## config.mk

```make
export PLATFORM = sky130hd
export DESIGN_NAME = lsz_idx
export DESIGN_NICKNAME = d
export VERILOG_FILES = /design/src/rtl/lsz_idx.sv
export SDC_FILE = /design/constraint.sdc
export NUM_CORES = 1
export LEC_CHECK = 0
export CAP_MARGIN = 20
export CORE_AREA = 2 2 39 41
export CTS_BUF_LIST = sky130_fd_sc_hd__clkbuf_4 sky130_fd_sc_hd__clkbuf_8 sky130_fd_sc_hd__clkbuf_16
export CTS_CLUSTER_SIZE = 40
export DETAILED_ROUTE_END_ITERATION = 7
export DIE_AREA = 0 0 41 43
export GPL_TIMING_DRIVEN = 1
export HOLD_SLACK_MARGIN = 0.15
export PLACE_DENSITY = 0.37
export SKIP_LAST_GASP = 1
export SLEW_MARGIN = 0
export SYNTH_ARGS = -nofsm -noshare
export SYNTH_HDL_FRONTEND = slang
export SYNTH_SLANG_ARGS = --single-unit
```

## constraint.sdc

```tcl
create_clock -name clk -period 0.8 [get_ports clk]
set_clock_uncertainty 0.2 [all_clocks]
set_input_delay 0.16 -clock clk [delete_from_list [all_inputs] [get_ports clk]]
set_output_delay 0.16 -clock clk [all_outputs]
set_load 0.05 [all_outputs]
```

## src/rtl/lsz_idx.sv

```systemverilog
// Least-significant-zero index finder: a binary tree of 2:1 priority merge
// cells feeding a single output register stage (one-cycle latency, no handshake).
module lsz_idx #(
  parameter int IWID = 4,
  parameter int IWL2 = $clog2(IWID)
) (
  input  logic              clk,
  input  logic              rst,
  input  logic [IWID-1:0]   in,
  output logic [IWL2-1:0]   lszIdx,
  output logic              allOne
);

  localparam int P = 1 << IWL2;

  // Lanes above IWID are padded with '1' so they can never be reported as a zero.
  logic [P-1:0] w_pad;
  always_comb begin
    w_pad = '1;
    w_pad[IWID-1:0] = in;
  end

  for (genvar lv = 0; lv <= IWL2; lv++) begin : g_lvl
    localparam int N = P >> lv;
    logic [N-1:0]    w_hz;
    logic [IWL2-1:0] w_idx [N];
    for (genvar n = 0; n < N; n++) begin : g_node
      if (lv == 0) begin : g_leaf
        assign w_hz[n]  = ~w_pad[n];
        assign w_idx[n] = IWL2'(n);
      end else begin : g_merge
        // Lower half wins whenever it holds a zero.
        assign w_hz[n]  = g_lvl[lv-1].w_hz[2*n] | g_lvl[lv-1].w_hz[2*n+1];
        assign w_idx[n] = g_lvl[lv-1].w_hz[2*n] ? g_lvl[lv-1].w_idx[2*n]
                                                : g_lvl[lv-1].w_idx[2*n+1];
      end
    end
  end

  logic            w_top_hz;
  logic [IWL2-1:0] w_top_idx;
  assign w_top_hz  = g_lvl[IWL2].w_hz[0];
  assign w_top_idx = g_lvl[IWL2].w_idx[0];

  logic [IWL2-1:0] r_idx;
  logic            r_all;

  always_ff @(posedge clk or posedge rst) begin
    if (rst) begin
      r_idx <= '0;
      r_all <= 1'b0;
    end else begin
      r_idx <= w_top_hz ? w_top_idx : '0;
      r_all <= ~w_top_hz;
    end
  end

  assign lszIdx = r_idx;
  assign allOne = r_all;

endmodule

```

==> summary.md, run 1 <==
A synthesized cell averages 10.89 um2. The number of pins exceeding their max-slew limit in the final report was 0; the delay of the slowest cell on the worst path was 400 ps. The run gives 0.07866 as the initial standard-cell utilization of the core. From left edge to right edge, the die measures 41 um. Synthesis produced a netlist with a net count of 16. In this run the cell area of the synthesized design comes to 108.9 um2. The ratio of cells with drive above 1 in the final layout is 0.5000.

Sorting the synthesized cells by how often they occur yields sky130_fd_sc_hd__dfrtp_1, sky130_fd_sc_hd__nand2_1. The global-route usage over all layers is 0.04738, and the number of diodes is 0. The run gives 7 as the count of distinct cell types in the synthesized netlist. For the pin with the worst max-slew slack, the measured transition is 112.6 ps. The checks that failed: hold timing, setup timing. After detailed routing, the number of vias per cell comes to 2.921. The logs give 116 for the via count of the first global-routing pass and 0.3663 mV for the worst-case vdd ir drop.

The logs give 3 for the final count of hold timing violations and 3 for the number of clock sinks. The clock buffer count from CTS is 3, and the count of input and output buffers is 8. The master of the slowest instance on the critical path was sky130_fd_sc_hd__dfrtp_2. Setup repair after global routing could not meet its margin everywhere. For the maximum clock insertion buffer count, the log shows 2. The fraction of registers with async set/reset is 1.000, and the count of final setup violators is 3.

By area the synthesized netlist is led by sky130_fd_sc_hd__dfrtp_1, sky130_fd_sc_hd__a21boi_1, sky130_fd_sc_hd__nand2_1. In this run the static leakage power is 0.1231 nW. Number of max-capacitance violations reported: 0. The I/O pin count was 9; the smallest setup slack after layout was -347.3 ps.

The flow ran to the end, but the final reports show violations. The maximum number of pins on one net before global-route repair came out at 4. STA classifies the critical path startpoint as a register. Number of warning messages in the yosys log: 0. The tools report the gate count after technology mapping as 10. The worst setup path is captured at an output port. The per-cell routed wire length came out at 7.500 um. The final period demand of the worst path works out to 1147 ps. The fraction of the cycle the final worst path needs was 1.434.

For this run the aggregate overflow at the end of global routing stands at 0. The detail route stage leaves a number of antenna-violating nets equal to 0. Routability-driven placement finished with a final weighted congestion of 0.5158. The area added between synthesis and finish is 149.4%. The tools report the worst slack at placement as -384.0 ps.

The kind of path behind the tightest hold check is input port to asynchronous set/reset pin. In the routed design, unresolved DRC markers number 0. Clock-pin slew was measured on the worst setup and hold paths at 40 ps.

The data arrival time at the worst-slack endpoint was 790 ps. For the final wirelength, the log shows 285 um. For this run, the detailed router's first-pass iteration total came to 3.

The run gives 1763 um2 as the full die area. The run gives 1 as the number of levels in the clock H-tree. Walking the worst path, the cells encountered are buf_12.

The share of the synthesized area in the top cell type was 0.6897; the number of DRC markers after the initial detailed-route iteration was 1. For this run, the top clock speed supported by timing is 0.8716 GHz. Number of antenna violations at the first check in global routing: 0. In this run the standard cell core region covers 1384 um2. The largest total area in the synthesized netlist belongs to sky130_fd_sc_hd__dfrtp_1. The sequential share of the synthesized area came out at 0.6897. The most common flop cell mapped by yosys is sky130_fd_sc_hd__dfrtp_1. The number of nets at the end of the flow is 29, and the number of synthesized register bits is 3.

The count of flip-flops with a built-in enable after synthesis is 0. In this run the clock root is driven by a sky130_fd_sc_hd__clkbuf_4. Number of placement rows: 14. The most used standard cell by instance count after synthesis was sky130_fd_sc_hd__dfrtp_1.

For the minimum hold slack, the log shows -106.3 ps. The tools report the worst-case headroom to the max-slew limit as 0.9248. TritonCTS built the clock tree. The run gives 440 ps as the required time at the endpoint of the critical path. The final route contains 111 vias. The type of the setup path with the least slack is register to output port. Measured along the y axis, the die boundary spans 43 um. The run gives 414 um as the global-route wire length before repair. The largest fanout of any net on the critical path was 1. For this design the ratio of total power to cell area is 2059 nW/um2.

The top cell family by delay on the critical path is flip-flops. The combined buffer and inverter count along the critical path is 1.
registers in the layout (all words and copies together) (netlist names):
register and count:
lszIdx 2, allOne 1
logic make-up (layout without fill, tap and decap cells):
family	Yosys count	count (layout)	synth area share
flops	3	3	0.6896
simple gates	4	4	0.1609
buf+inv	1	13	0.03445
compound gates	2	2	0.1149
power by group:
part	switching (W)	internal [W]
sequential	0.00000597	0.000161
combinational	0.0000430	0.0000475
clock	0.0000806	0.000221
cells in the final DEF, fill, tap and decap left out, drive strengths merged:
master	count
clkbuf	4
dlygate4sd2	4
dfrtp	3
buf	3
nand2	2
nor2	1
nand2b	1
a21boi	1
a21oi	1
inv	1
clkdlybuf4s50	1
layout make-up:
| type | count | area, um2 |
|---|---|---|
| clock buffers | 4 | 30.03 |
| fillers | 149 | 1112 |
| inverters | 1 | 3.754 |
| multi-input cells | 6 | 33.78 |
| flip-flops and latches | 3 | 78.83 |
| well taps | 16 | 20.02 |
| repair buffers | 8 | 105.1 |
routing by layer:
layer | up-vias | GRT usage | share of wire
met1 | 44 | 0.03583 | 0.39
li1 | 54 | - | -
met3 | 2 | 0.03141 | 0.17
met4 | 0 | 0.1000 | 0.049
met5 | - | 0 | 0
met2 | 11 | 0.04688 | 0.39
timing repair:
| action | 4_1_cts | 5_1_grt |
|---|---|---|
| hold endpoints to repair | 6 | 6 |
| endpoints found under the setup margin | 6 | 3 |
| buffers inserted | 0 | 0 |
| resized for setup | 5 | 0 |
final timing paths:
check                          start   endpoint  depth (start not counted)
setup / recovery           lszIdx[0]  lszIdx[0]                          1
hold / removal                   rst  lszIdx[0]                          2
max in group asynchronous        rst     allOne                          2
min in group clk               in[1]  lszIdx[0]                          2
stage by stage:
step,instance area (um2),utilization,power (W),setup TNS (ps),instances
floorplan,112.6,-,0.0002017,-134.0,10
global placement,242.7,0.1754,0.0002636,-1234,34
detailed placement,242.7,0.1754,0.0002654,-1282,34
CTS,271.5,0.1962,0.0005805,-1087,38
global route,271.5,0.1962,0.0005906,-1110,38
finish,271.5,0.1962,0.0005590,-1040,38
Note: power is estimated with default switching activity, not from simulation.
==> run 2, diff against run 1 <==
--- a/config.mk
+++ b/config.mk
@@ -12,7 +12,7 @@
 export DETAILED_ROUTE_END_ITERATION = 7
 export DIE_AREA = 0 0 41 43
 export GPL_TIMING_DRIVEN = 1
-export HOLD_SLACK_MARGIN = 0.15
+export HOLD_SLACK_MARGIN = 0.06
 export PLACE_DENSITY = 0.37
 export SKIP_LAST_GASP = 1
 export SLEW_MARGIN = 0
==> results of run 2 <==
Final layout, timing and power as in run 1 (identical DEF).
